### config.mk
export PLATFORM = sky130hd
export DESIGN_NAME = button_config_frontend
export DESIGN_NICKNAME = d
export VERILOG_FILES = /design/src/rtl/bus_cfg_pkg.sv /design/src/rtl/button_debounce.sv /design/src/rtl/button_config_frontend.sv
export SDC_FILE = /design/constraint.sdc
export NUM_CORES = 1
export LEC_CHECK = 0
export CAP_MARGIN = 25
export CELL_PAD_IN_SITES_DETAIL_PLACEMENT = 0
export CELL_PAD_IN_SITES_GLOBAL_PLACEMENT = 1
export CORE_ASPECT_RATIO = 0.75
export CORE_MARGIN = 1.5
export CORE_UTILIZATION = 40
export CTS_CLUSTER_SIZE = 25
export DETAILED_ROUTE_END_ITERATION = 10
export PLACE_DENSITY = 0.85
export SLEW_MARGIN = 20
export SYNTH_ARGS = -nofsm -noshare
export SYNTH_HDL_FRONTEND = slang
export SYNTH_SLANG_ARGS = --single-unit
### constraint.sdc
create_clock -name clock -period 3.24 [get_ports clock]
set_input_delay 0.648 -clock clock [delete_from_list [all_inputs] [get_ports clock]]
set_output_delay 0.648 -clock clock [all_outputs]
set_load 0.03 [all_outputs]
### src/rtl/bus_cfg_pkg.sv
// Shared field encodings, widths and helpers for the button/config front end.
package bus_cfg_pkg;

  localparam int SW_W       = 12;
  localparam int NUM_FIELDS = 7;
  localparam int FLD_W      = 3;
  localparam int ADDR_W     = 12;
  localparam int DATA_W     = 8;
  localparam int BLEN_W     = 4;
  localparam int SLAVE_W    = 2;
  localparam int NUM_SLAVES = 3;

  localparam logic [SLAVE_W-1:0] SLAVE_LAST = SLAVE_W'(NUM_SLAVES - 1);

  typedef enum logic [FLD_W-1:0] {
    FLD_ADDR      = 3'd0,
    FLD_MASTER    = 3'd1,
    FLD_SLAVE     = 3'd2,
    FLD_DATA      = 3'd3,
    FLD_BURST_LEN = 3'd4,
    FLD_BURST_EN  = 3'd5,
    FLD_COMMIT    = 3'd6
  } field_e;

  typedef struct packed {
    logic [ADDR_W-1:0]  addr;
    logic               master;
    logic [SLAVE_W-1:0] slave;
    logic [DATA_W-1:0]  data;
    logic [BLEN_W-1:0]  burst_len;
    logic               burst_en;
  } cfg_t;

  function automatic field_e next_field(input field_e f);
    return (int'(f) == NUM_FIELDS - 1) ? FLD_ADDR : field_e'(f + 3'd1);
  endfunction

  function automatic logic [SLAVE_W-1:0] next_slave(input logic [SLAVE_W-1:0] s);
    return (s == SLAVE_LAST) ? '0 : s + SLAVE_W'(1);
  endfunction

endpackage

### src/rtl/button_debounce.sv
// Synchronises one raw active-low button, accepts a level after DEBOUNCE_CYCLES
// equal samples, and emits a single-cycle pulse on each accepted press.
module button_debounce #(
  parameter int DEBOUNCE_CYCLES = 10
) (
  input  logic clk_i,
  input  logic rst_i,
  input  logic btn_n_i,
  output logic press_o
);

  localparam int CNT_W = $clog2(DEBOUNCE_CYCLES + 1);
  localparam logic [CNT_W-1:0] CNT_LAST = CNT_W'(DEBOUNCE_CYCLES - 1);

  logic             sync1_q, sync2_q, stable_q, pulse_q;
  logic [CNT_W-1:0] cnt_q;

  // NOTE: sequential state uses non-blocking assignments so every flop samples pre-edge values.
  always_ff @(posedge clk_i) begin
    if (rst_i) begin
      // Released buttons read high, so the whole chain resets to 1 to avoid a fake press.
      sync1_q  <= 1'b1;
      sync2_q  <= 1'b1;
      stable_q <= 1'b1;
      cnt_q    <= '0;
      pulse_q  <= 1'b0;
    end else begin
      sync1_q <= btn_n_i;
      sync2_q <= sync1_q;
      pulse_q <= 1'b0;
      if (sync2_q == stable_q) begin
        cnt_q <= '0;
      end else if (cnt_q == CNT_LAST) begin
        stable_q <= sync2_q;
        cnt_q    <= '0;
        pulse_q  <= ~sync2_q;
      end else begin
        cnt_q <= cnt_q + CNT_W'(1);
      end
    end
  end

  assign press_o = pulse_q;

endmodule

### src/rtl/button_config_frontend.sv
// Button conditioning plus the 7-field configuration sequencer and run-mode
// master start generator feeding the bus core.
module button_config_frontend
  import bus_cfg_pkg::*;
#(
  parameter int DEBOUNCE_CYCLES = 10
) (
  input  logic               clock,
  input  logic               rst,
  input  logic               enable,
  input  logic               button1_raw,
  input  logic               button2_raw,
  input  logic               button3_raw,
  input  logic               mode_switch,
  input  logic               rw_switch1,
  input  logic               rw_switch2,
  input  logic [SW_W-1:0]    switch_array,
  output logic [FLD_W-1:0]   field_idx,
  output logic [ADDR_W-1:0]  cfg_addr,
  output logic               cfg_master,
  output logic [SLAVE_W-1:0] cfg_slave,
  output logic [DATA_W-1:0]  cfg_data,
  output logic [BLEN_W-1:0]  cfg_burst_len,
  output logic               cfg_burst_en,
  output logic               m1_start,
  output logic               m2_start,
  output logic               m1_rw,
  output logic               m2_rw
);

  logic b1_p, b2_p, b3_p;

  button_debounce #(.DEBOUNCE_CYCLES(DEBOUNCE_CYCLES)) u_db1 (
    .clk_i(clock), .rst_i(rst), .btn_n_i(button1_raw), .press_o(b1_p));
  button_debounce #(.DEBOUNCE_CYCLES(DEBOUNCE_CYCLES)) u_db2 (
    .clk_i(clock), .rst_i(rst), .btn_n_i(button2_raw), .press_o(b2_p));
  button_debounce #(.DEBOUNCE_CYCLES(DEBOUNCE_CYCLES)) u_db3 (
    .clk_i(clock), .rst_i(rst), .btn_n_i(button3_raw), .press_o(b3_p));

  field_e field_q, field_d;
  cfg_t   cfg_q, cfg_d;
  logic   m1_start_q, m1_start_d, m2_start_q, m2_start_d;
  logic   m1_rw_q, m1_rw_d, m2_rw_q, m2_rw_d;

  always_ff @(posedge clock) begin
    if (rst) begin
      field_q    <= FLD_ADDR;
      cfg_q      <= '0;
      m1_start_q <= 1'b0;
      m2_start_q <= 1'b0;
      m1_rw_q    <= 1'b0;
      m2_rw_q    <= 1'b0;
    end else begin
      field_q    <= field_d;
      cfg_q      <= cfg_d;
      m1_start_q <= m1_start_d;
      m2_start_q <= m2_start_d;
      m1_rw_q    <= m1_rw_d;
      m2_rw_q    <= m2_rw_d;
    end
  end

  // NOTE: every signal gets a default first so no path through this block infers a latch.
  always_comb begin
    field_d    = field_q;
    cfg_d      = cfg_q;
    m1_start_d = 1'b0;
    m2_start_d = 1'b0;
    m1_rw_d    = m1_rw_q;
    m2_rw_d    = m2_rw_q;

    if (enable) begin
      if (mode_switch) begin
        if (b1_p) begin
          m1_start_d = 1'b1;
          m1_rw_d    = rw_switch1;
        end
        if (b2_p) begin
          m2_start_d = 1'b1;
          m2_rw_d    = rw_switch2;
        end
      end else begin
        // Select edits MASTER/SLAVE only, so it never collides with the capture below.
        if (b1_p) begin
          case (field_q)
            FLD_MASTER: cfg_d.master = ~cfg_q.master;
            FLD_SLAVE:  cfg_d.slave  = next_slave(cfg_q.slave);
            default: ;
          endcase
        end
        if (b3_p) begin
          case (field_q)
            FLD_ADDR:      cfg_d.addr      = switch_array[ADDR_W-1:0];
            FLD_DATA:      cfg_d.data      = switch_array[DATA_W-1:0];
            FLD_BURST_LEN: cfg_d.burst_len = switch_array[BLEN_W-1:0];
            FLD_BURST_EN:  cfg_d.burst_en  = switch_array[0];
            default: ;
          endcase
          field_d = next_field(field_q);
        end
      end
    end
  end

  assign field_idx     = field_q;
  assign cfg_addr      = cfg_q.addr;
  assign cfg_master    = cfg_q.master;
  assign cfg_slave     = cfg_q.slave;
  assign cfg_data      = cfg_q.data;
  assign cfg_burst_len = cfg_q.burst_len;
  assign cfg_burst_en  = cfg_q.burst_en;
  assign m1_start      = m1_start_q;
  assign m2_start      = m2_start_q;
  assign m1_rw         = m1_rw_q;
  assign m2_rw         = m2_rw_q;

endmodule

==> impl_metrics.ini <==
[run_status]
run_status = completed

[route]
drtIter0Drc = 60
via_count = 1728
wirelength_um = 4390
drt_pass1_iterations = 4
drc = 0
avgRoutedWirePerCell_um = 11.6
drtAntennaViolNets = 0
vias_per_cell = 4.58

[logic_synthesis]
seq_area_frac_synth_pct = 49.8
yosys.area.top_type_share_pct = 49.8
synth_top_family_by_area = simple AND/OR/NAND/NOR gates
postSynth.asyncResetShare_pct = 0
syn-cell-area_um2 = 2370
synth_fa_ha_area_share_pct = 3.70
synth_compound_area_share_pct = 4.33
synth_cell_types = 32
synth_xor_area_share_pct = 3.33
synth_nets = 270
ys_warn_count = 0
yosysTopAreaCell = dfxtp_1
netlist_top_cells_area = dfxtp_1 50%, mux2i_1 9.3%, nand2b_1 9.0%
synth_edf_count = 0
synth-simple-area-share_pct = 25.8
synthFlopType = dfxtp_1
syn_inst = 242
synth_seq_cells = 59
synth_area_per_cell_um2 = 9.79
synth.area.mux_share_pct = 9.77

[placement]
io_buffers = 55
pre_cts_slack_ns = 0.802
gp_congestion = 0.715
detailed_place_hpwl_um = 2920

[finish]
final_common_cell = dfxtp_1
area_delta_synth_final_pct = 32.0
num_antenna_cells = 0
ff_latch_area_um2 = 1180
layout.nets = 323
layout-drive-gt1-share_pct = 8.03
nFillCells = 526
multi_input_area_um2 = 1120
final_cell_mix = 59 x dfxtp_1, 54 x clkdlybuf4s50_1, 34 x nand2b_1

[power_and_ir_drop]
fin_total_pwr_mw = 1.34
combPwrFrac_pct = 4.2
power_switching_mw = 0.286
seqPwrFrac_pct = 54.7
irDropWorstVdd_mv = 0.269
p_int_mw = 1.05
pwr-share-clk_pct = 41.1
power_per_cell_area_nw_per_um2 = 428
power_leakage_nw = 1.13
swShare_pct = 21.3

[grt]
grt_pass1_vias = 1629
globalRouteOverflowTotal = 0
antenna_found_initial = 0
grt_usage_pct = 15.2
grt_pass1_wl_um = 7430
grt_max_degree = 65

[timing]
slew_viol_final = 0
rsz0062_at_grt = no
clock.fmax_mhz = 433
fin_skew_ns = 0.00961
min_period_over_period_pct = 71.4
tns_ns = 0
tightest_slew_ns = 0.926
hold_viol = 0
maxSlewHeadroom_pct = 38.3
final.min_clock_period_ns = 2.31
setup_slack_ns = 0.928
setup_viol = 0

[cts]
clk_pin_slew_ns = 0.06
cts_tree = yes
cts_buffer_depth = 2
cts_sinks = 59
htree_levels = 3
clk_latency_ns = 0.33
cts_root_buffer = clkbuf_8
numCtsBuffers = 9
holdBufCountCts = 0
ctsResizeCount = 0
post_cts_buffers = 0

[floorplanning]
ios = 56
dieArea_um2 = 6400
start_util_pct = 41.1
fp.dieH_um = 69.7
rows = 24
core-area_um2 = 5770
die_x_um = 91.9

[flow_run]
max_cap_violations = 0

[worst_hold_path]
hp-class = reg -> reg

[critical_path]
slowest_stage = clkdlybuf4s50_1
path_buf_inv = 1
slowest_delay_ns = 0.75
setup.worst_path.start_class = flop
criticalPathCategory = reg -> out
path_max_fanout = 13
required_ns = 2.59
cp-end-kind = output pin
crit_family = buffers and inverters
cp_cell_sequence = clkdlybuf4s50_1
crit_arrival_ns = 1.66
[final cells by class]
class / count / area share (%)
sequential: 59 / 37.8
multi-input combinational: 164 / 35.7
timing repair buffer: 56 / 17.7
clock buffer: 12 / 4.64
tap: 78 / 3.12
inverter: 5 / 0.600
clock inverter: 3 / 0.480
[power by group through the flow]
stage,logic (mW),registers [mW],clock network (mW)
2_1_floorplan,0.0264,0.748,0
3_3_place_gp,0.0565,0.749,0
3_5_place_dp,0.0569,0.749,0
4_1_cts,0.0569,0.733,0.573
5_1_grt,0.0615,0.733,0.614
6_report,0.0565,0.733,0.551
[state kept, by name, summed over array words and instances (netlist names), 2 cells and up]
signal         flops
u_db1.cnt_q        4
u_db3.cnt_q        4
u_db2.cnt_q        4
cfg_addr          12
cfg_burst_len      4
cfg_data           8
cfg_slave          2
field_idx          3
[cell families after synthesis]
logic type	Yosys count
AO/OA/AOI/OAI	18
XOR/XNOR	9
adder cells (fa/ha/maj)	7
buffers and inverters	19
flip-flops	59
multiplexers	23
AND/OR/NAND/NOR	107
[cell usage after synthesis, types with 2 or more instances]
| master | number |
|---|---|
| nand2b_1 | 34 |
| or2_2 | 6 |
| nand3_1 | 5 |
| a21oi_1 | 12 |
| nand2_1 | 20 |
| inv_1 | 5 |
| nor4b_1 | 3 |
| xnor2_1 | 3 |
| o21ai_0 | 3 |
| clkbuf_1 | 11 |
| nor2b_1 | 2 |
| ha_1 | 7 |
| nor3b_1 | 2 |
| nor4_1 | 4 |
| mux2i_1 | 22 |
| dfxtp_1 | 59 |
| nand3b_1 | 7 |
| xor2_1 | 6 |
| or4_1 | 2 |
| buf_2 | 2 |
| nor2_1 | 16 |
[routing by layer]
metal	vias up	track usage, %	part of all wire, %
met5	-	0	0
met4	0	6.67	1.5
met3	7	6.36	4.3
met2	37	22.4	43
met1	768	19.3	52
li1	916	-	-
[final timing paths]
kind / start / endpoint / cells after the start / slack [ns]
worst max register to register: field_idx[1] / cfg_data[7] / 5 / 1.47
worst max-delay path: field_idx[1] / field_idx[1] / 1 / 0.93
worst min register to register: u_db3.sync1_q / u_db3.sync2_q / 1 / 0.41
worst min-delay path: u_db3.sync1_q / u_db3.sync2_q / 1 / 0.41
[stage by stage]
step | cells | area, um^2 | hold WS [ns] | utilization, %
after floorplan | 242 | 2370 | 0.389 | -
after global placement | 362 | 2970 | 0.391 | 51.5
after detailed placement | 362 | 2970 | 0.398 | 51.5
after CTS | 377 | 3130 | 0.411 | 54.3
after global routing | 377 | 3130 | 0.420 | 54.3
final | 377 | 3130 | 0.408 | 54.3
(Power assumes the default switching activity.)
